## src/rtl/lw_hash_arbiter.sv

```systemverilog
// Round-robin arbiter sharing one lw_hmac core between N_REQ requesters.
// Grants whole operations, muxes the owner onto the core and routes results back to the owner only.
module lw_hash_arbiter #(
    parameter int unsigned N_REQ     = 2,
    parameter int unsigned WORD_SIZE = 64,
    parameter int unsigned OP_W      = 4,
    parameter int unsigned WDOG_MAX  = 1023
) (
    input  logic                         clk_i,
    input  logic                         aresetn_i,
    input  logic [N_REQ-1:0]             req_i,
    output logic [N_REQ-1:0]             gnt_o,
    input  logic [N_REQ-1:0]             rq_start_i,
    input  logic [N_REQ-1:0]             rq_abort_i,
    input  logic [N_REQ-1:0]             rq_last_i,
    input  logic [N_REQ-1:0]             rq_data_valid_i,
    input  logic [N_REQ*WORD_SIZE-1:0]   rq_data_i,
    input  logic [N_REQ*OP_W-1:0]        rq_opcode_i,
    input  logic [N_REQ*WORD_SIZE-1:0]   rq_key_i,
    input  logic [N_REQ-1:0]             rq_key_valid_i,
    output logic [N_REQ-1:0]             rq_ready_o,
    output logic [N_REQ-1:0]             rq_key_ready_o,
    output logic [N_REQ-1:0]             rq_done_o,
    output logic [N_REQ-1:0]             rq_timeout_o,
    output logic [8*WORD_SIZE-1:0]       hash_o,
    output logic                         core_start_o,
    output logic                         core_abort_o,
    output logic                         core_last_o,
    output logic                         core_data_valid_o,
    output logic [WORD_SIZE-1:0]         core_data_o,
    output logic [OP_W-1:0]              core_opcode_o,
    output logic [WORD_SIZE-1:0]         core_key_o,
    output logic                         core_key_valid_o,
    input  logic                         core_ready_i,
    input  logic                         core_key_ready_i,
    input  logic                         core_core_ready_i,
    input  logic                         core_done_i,
    input  logic [8*WORD_SIZE-1:0]       core_hash_i
);

    localparam int unsigned IDX_W  = (N_REQ > 1) ? $clog2(N_REQ) : 1;
    localparam int unsigned WD_W   = (WDOG_MAX > 0) ? $clog2(WDOG_MAX + 1) : 1;
    localparam int unsigned HASH_W = 8 * WORD_SIZE;

    typedef enum logic [1:0] {S_IDLE, S_GRANT, S_BUSY, S_RELEASE} state_e;

    state_e              state_q, state_d;
    logic [IDX_W-1:0]    owner_q, owner_d;
    logic [IDX_W-1:0]    rr_q, rr_d;
    logic [N_REQ-1:0]    gnt_q, gnt_d;
    logic [N_REQ-1:0]    done_q, done_d;
    logic [N_REQ-1:0]    tout_q, tout_d;
    logic [HASH_W-1:0]   hash_q, hash_d;
    logic [OP_W-1:0]     opcode_q, opcode_d;
    logic [WD_W-1:0]     wdog_q, wdog_d;

    logic                own_req, own_start, own_abort, own_last, own_dv, own_kv;
    logic [WORD_SIZE-1:0] own_data, own_key;
    logic [OP_W-1:0]     own_op;
    logic                active, owner_act, wd_idle, wd_expire, rel;
    logic                pick_found;
    logic [IDX_W-1:0]    pick_idx;

    // Select the current owner's request lanes
    always_comb begin
        own_req   = 1'b0;
        own_start = 1'b0;
        own_abort = 1'b0;
        own_last  = 1'b0;
        own_dv    = 1'b0;
        own_kv    = 1'b0;
        own_data  = '0;
        own_key   = '0;
        own_op    = '0;
        for (int n = 0; n < int'(N_REQ); n++) begin
            if (IDX_W'(n) == owner_q) begin
                own_req   = req_i[n];
                own_start = rq_start_i[n];
                own_abort = rq_abort_i[n];
                own_last  = rq_last_i[n];
                own_dv    = rq_data_valid_i[n];
                own_kv    = rq_key_valid_i[n];
                own_data  = rq_data_i[n*WORD_SIZE +: WORD_SIZE];
                own_key   = rq_key_i[n*WORD_SIZE +: WORD_SIZE];
                own_op    = rq_opcode_i[n*OP_W +: OP_W];
            end
        end
    end

    // First requester at or after the round-robin pointer
    always_comb begin
        pick_found = 1'b0;
        pick_idx   = '0;
        for (int i = 0; i < int'(N_REQ); i++) begin
            for (int n = 0; n < int'(N_REQ); n++) begin
                if (!pick_found && req_i[n] && (((int'(rr_q) + i) % int'(N_REQ)) == n)) begin
                    pick_found = 1'b1;
                    pick_idx   = IDX_W'(n);
                end
            end
        end
    end

    // Watchdog only counts while the core waits on an idle owner; a done in BUSY beats expiry
    assign active    = (state_q == S_GRANT) || (state_q == S_BUSY);
    assign owner_act = own_start || own_dv || own_kv;
    assign wd_idle   = active && !owner_act && (core_ready_i || core_key_ready_i);
    assign wd_expire = (WDOG_MAX != 0) && wd_idle && (wdog_q == WD_W'(WDOG_MAX))
                       && !((state_q == S_BUSY) && core_done_i);

    // Core-side mux: only the owner reaches the core
    always_comb begin
        core_start_o      = 1'b0;
        core_abort_o      = 1'b0;
        core_last_o       = 1'b0;
        core_data_valid_o = 1'b0;
        core_data_o       = '0;
        core_opcode_o     = '0;
        core_key_o        = '0;
        core_key_valid_o  = 1'b0;
        if (active) begin
            core_start_o      = (state_q == S_GRANT) && own_start;
            core_abort_o      = own_abort || wd_expire;
            core_last_o       = own_last;
            core_data_valid_o = own_dv;
            core_data_o       = own_data;
            core_opcode_o     = (state_q == S_BUSY) ? opcode_q : own_op;
            core_key_o        = own_key;
            core_key_valid_o  = own_kv;
        end
    end

    assign rq_ready_o     = gnt_q & {N_REQ{core_ready_i}};
    assign rq_key_ready_o = gnt_q & {N_REQ{core_key_ready_i}};
    assign gnt_o          = gnt_q;
    assign rq_done_o      = done_q;
    assign rq_timeout_o   = tout_q;
    assign hash_o         = hash_q;

    // Next-state and registered-output logic
    always_comb begin
        state_d  = state_q;
        owner_d  = owner_q;
        rr_d     = rr_q;
        gnt_d    = gnt_q;
        done_d   = '0;
        tout_d   = '0;
        hash_d   = hash_q;
        opcode_d = opcode_q;
        wdog_d   = wdog_q;
        rel      = 1'b0;

        if (active) begin
            if (owner_act) begin
                wdog_d = '0;
            end else if (wd_idle && (wdog_q != WD_W'(WDOG_MAX))) begin
                wdog_d = wdog_q + 1'b1;
            end
        end

        case (state_q)
            S_IDLE: begin
                wdog_d = '0;
                if (pick_found && core_core_ready_i) begin
                    owner_d         = pick_idx;
                    gnt_d           = '0;
                    gnt_d[pick_idx] = 1'b1;
                    state_d         = S_GRANT;
                end
            end
            S_GRANT: begin
                if (own_abort) begin
                    rel = 1'b1;
                end else if (wd_expire) begin
                    rel             = 1'b1;
                    tout_d[owner_q] = 1'b1;
                end else if (own_start && own_dv) begin
                    state_d  = S_BUSY;
                    opcode_d = own_op;
                end else if (!own_req) begin
                    rel = 1'b1;
                end
            end
            S_BUSY: begin
                if (own_abort) begin
                    rel = 1'b1;
                end else if (core_done_i) begin
                    rel             = 1'b1;
                    done_d[owner_q] = 1'b1;
                    hash_d          = core_hash_i;
                end else if (wd_expire) begin
                    rel             = 1'b1;
                    tout_d[owner_q] = 1'b1;
                end
            end
            S_RELEASE: begin
                state_d = S_IDLE;
                rr_d    = (owner_q == IDX_W'(N_REQ - 1)) ? '0 : owner_q + 1'b1;
            end
            default: state_d = S_IDLE;
        endcase

        if (rel) begin
            state_d = S_RELEASE;
            gnt_d   = '0;
            wdog_d  = '0;
        end
    end

    always_ff @(posedge clk_i or negedge aresetn_i) begin
        if (!aresetn_i) begin
            state_q  <= S_IDLE;
            owner_q  <= '0;
            rr_q     <= '0;
            gnt_q    <= '0;
            done_q   <= '0;
            tout_q   <= '0;
            hash_q   <= '0;
            opcode_q <= '0;
            wdog_q   <= '0;
        end else begin
            state_q  <= state_d;
            owner_q  <= owner_d;
            rr_q     <= rr_d;
            gnt_q    <= gnt_d;
            done_q   <= done_d;
            tout_q   <= tout_d;
            hash_q   <= hash_d;
            opcode_q <= opcode_d;
            wdog_q   <= wdog_d;
        end
    end

endmodule

```

## config.mk

```make
export PLATFORM = sky130hd
export DESIGN_NAME = lw_hash_arbiter
export DESIGN_NICKNAME = d
export VERILOG_FILES = /design/src/rtl/lw_hash_arbiter.sv
export SDC_FILE = /design/constraint.sdc
export NUM_CORES = 1
export LEC_CHECK = 0
export BUFFER_PORTS_ARGS = -buffer_cell sky130_fd_sc_hd__buf_2
export CAP_MARGIN = 10
export CORE_AREA = 2 2 574 576
export CTS_BUF_LIST = sky130_fd_sc_hd__clkbuf_16
export CTS_CLUSTER_DIAMETER = 40
export DETAILED_ROUTE_END_ITERATION = 8
export DIE_AREA = 0 0 576 578
export GPL_TIMING_DRIVEN = 1
export PLACE_DENSITY = 0.3
export SYNTH_ARGS = -nofsm -noshare
export SYNTH_HDL_FRONTEND = slang
export SYNTH_SLANG_ARGS = --single-unit
export TNS_END_PERCENT = 20
```

## constraint.sdc

```tcl
create_clock -name clk_i -period 2.7 [get_ports clk_i]
set_input_delay 0 -clock clk_i [delete_from_list [all_inputs] [get_ports clk_i]]
set_output_delay 0 -clock clk_i [all_outputs]
set_load 0.02 [all_outputs]
```

==> impl_metrics.json <==
{
  "status": "completed",
  "port_buffers": 1452,
  "chipHeight_um": 578,
  "synth-xor-area-share": 0.0003863,
  "max_freq_mhz": 373.7,
  "met2WireLength_um": 93140,
  "syn-cell-area_sq_mm": 0.02267,
  "worst_pin_slew_ps": 559.7,
  "critPathKind": "register to output pin",
  "yosysMostFrequentCell": "dfrtp_1",
  "crit_fanout": 54,
  "synthFlopType": "dfrtp_1",
  "finalSetupViolCount": 0,
  "hold_path.class": "primary input to async pin",
  "rsz0062_at_grt": "yes",
  "finalSetupTns_ps": 0,
  "period_minus_slack_ps": 2676,
  "dp_cells": 7386,
  "slowest_delay_ps": 580,
  "clkTransAtPathRegs_ps": 50,
  "grt_usage": 0.1072,
  "maxCapViolCount": 0,
  "synth_edf_count": 0,
  "routed_wl_um": 186200,
  "clk_latency_ps": 840,
  "highest_layer": "met5",
  "synth-seq-cells": 536,
  "end_kind": "output pin",
  "synth_area_leader_cell": "dfrtp_1",
  "numCtsBuffers": 144,
  "r2r_start": "owner_q",
  "die-width_um": 576,
  "instances_no_fill": 8663,
  "wl_met1_um": 65670,
  "fin_crit_sh": 0.9911,
  "grt_max_degree": 78,
  "syn_area_per_cell_sq_um": 14.60,
  "ioPinCount": 1453,
  "r2r-end": "rq_timeout_o[1]",
  "vias": 24100,
  "required_ps": 2700,
  "pwr_density_cell_mw_per_mm2": 1156,
  "drive_above_1_share": 0.5520,
  "initial_core_util": 0.06947,
  "hold_slack_ps": 38.65,
  "viasPerCell": 2.781,
  "r2r_slack_ps": 100,
  "final_max_slew_viol_count": 0,
  "worst-r2r-cell-count": 8,
  "coreArea_sq_mm": 0.3263,
  "p_leak_nw": 23.37,
  "nets": 4986,
  "worstPathArrival_ps": 2680,
  "synth_common_cells": "536 x dfrtp_1, 513 x mux2_2, 138 x mux2i_1, 132 x nor2b_1, 54 x buf_2",
  "setup_slack_ps": 24.11,
  "yosys.area_share.adder": 0.002760,
  "place_ws_ps": 244.0,
  "crit_start": "owner_q",
  "yosys-mux-area-fraction": 0.3157,
  "ant_nets": 0,
  "dr_wl_met3_um": 21150,
  "h-tree-depth": 4,
  "finalHoldViolCount": 0,
  "ys_types": 46,
  "fill_cells": 36750,
  "row_count": 210,
  "grt_pass1_vias": 26320,
  "clock_path_buffers": 4,
  "ys_seq_area_frac": 0.5916,
  "synth.top_cell.area_share": 0.5916,
  "area_delta_synth_final_pct": 126.1,
  "slew_headroom": 0.6195,
  "ir_worst_vdd_v": 0.0005325,
  "fin_worst_skew_ps": 87.38,
  "drc": 0,
  "start_kind": "register",
  "wire_per_inst_um": 21.49,
  "dieArea_sq_mm": 0.3329,
  "grt_pass1_wl_um": 240500,
  "cts-root-buf": "clkbuf_16",
  "yosys.area_share.simple": 0.05602,
  "first_iter_violations": 772,
  "cts_tree": "done",
  "cpMaxStageDelayCell": "mux2i_2",
  "hpwl_um": 155600,
  "grt_overflow": 0,
  "syn_nets": 2352,
  "async_flop_share": 1.000,
  "synthTopCellsByArea": "dfrtp_1 59%, mux2_2 25%, mux2i_1 6.1%",
  "synth_compound_area_frac": 0.01440,
  "gp_congestion": 0.8325,
  "antenna_found_initial": 68,
  "yosysWarnings": 0,
  "first_pass_iters": 5,
  "path_cells": "buf_16 -> mux2i_2 -> buf_4 -> nor2b_1 -> buf_2",
  "clkSinkCount": 536,
  "syn_inst": 1553,
  "synth_top_family_by_area": "multiplexers"
}
## critical path, delay by kind of cell (launching register included)
| family | cells | cell delay [ps] |
|---|---|---|
| multiplexers | 1 | 580 |
| AND/OR/NAND/NOR | 1 | 50 |
| buffers and inverters | 3 | 710 |
| flip-flops | 1 | 470 |
## kinds of logic after synthesis
| group | after synthesis |
|---|---|
| flops | 536 |
| buf+inv | 96 |
| mux | 651 |
| fa+ha+maj | 5 |
| compound gates | 51 |
| xor+xnor | 1 |
| simple gates | 213 |
## state kept, by name, summed over array words and instances (netlist names)
signal and cells:
wdog_q 10, owner_q 1, state_q 2, opcode_q 4
gnt_o 2, rq_done_o 2, rq_timeout_o 2, rr_q 1
hash_o 512
## per-layer routing
layer,global-route usage,up-vias
li1,-,10860
met1,0.1094,11710
met2,0.1908,1219
met3,0.05055,293
met4,0.03727,14
met5,0,-
## worst max path at each step
| stage | endpoint | slack, ps | depth (start not counted) |
|---|---|---|---|
| 3_3_place_gp | wdog_q[9] | 210 | 8 |
| 2_1_floorplan | wdog_q[4] | 440 | 7 |
| 6_report | core_data_o[50] | 20 | 5 |
| 4_1_cts | core_data_o[38] | -60 | 5 |
| 3_5_place_dp | wdog_q[9] | 240 | 8 |
| 5_1_grt | rq_timeout_o[1] | -60 | 8 |
## cell type report
| type | instances | area [sq um] | area share |
|---|---|---|---|
| repair buffers | 2579 | 18520 | 0.3612 |
| flip-flops and latches | 536 | 13420 | 0.2618 |
| multi-input cells | 921 | 9030 | 0.1761 |
| well taps | 4346 | 5438 | 0.1061 |
| clock buffers | 146 | 3654 | 0.07127 |
| clock inverters | 112 | 1144 | 0.02231 |
| diodes | 18 | 45.04 | 0.0008786 |
| inverters | 5 | 18.77 | 0.0003661 |
## through the flow
step / total power, W / utilization / cell area, sq um
after floorplan: 0.02717 / - / 22670
after global placement: 0.04101 / 0.1108 / 36150
after detailed placement: 0.04105 / 0.1108 / 36150
after CTS: 0.06092 / 0.1568 / 51160
after global routing: 0.06284 / 0.1570 / 51240
final: 0.05928 / 0.1571 / 51270
## cell usage in the layout (no fill, tap or decap), drive strengths merged, types with 15 or more instances in the layout
cell	n
nand2	20
nor2	15
buf	1590
inv	31
clkinv	64
dfrtp	536
nor2b	132
bufinv	19
o21ai	23
diode	18
mux2i	138
mux2	513
dlygate4sd3	986
clkbuf	147
## power by group
group	total, W	internal, W	switching [W]
logic	0.0277	0.0103	0.0175
clock network	0.0174	0.0116	0.00578
registers	0.0142	0.0120	0.00217
## what timing repair did
action,in CTS,in global routing
resized for setup,45,15
endpoints found under the hold margin,1066,0
setup endpoints to repair,83,18
pin swaps,5,2
buffers inserted,11,0
gates cloned,2,0
hold buffers,988,0
Note: power is estimated with default switching activity, not from simulation.
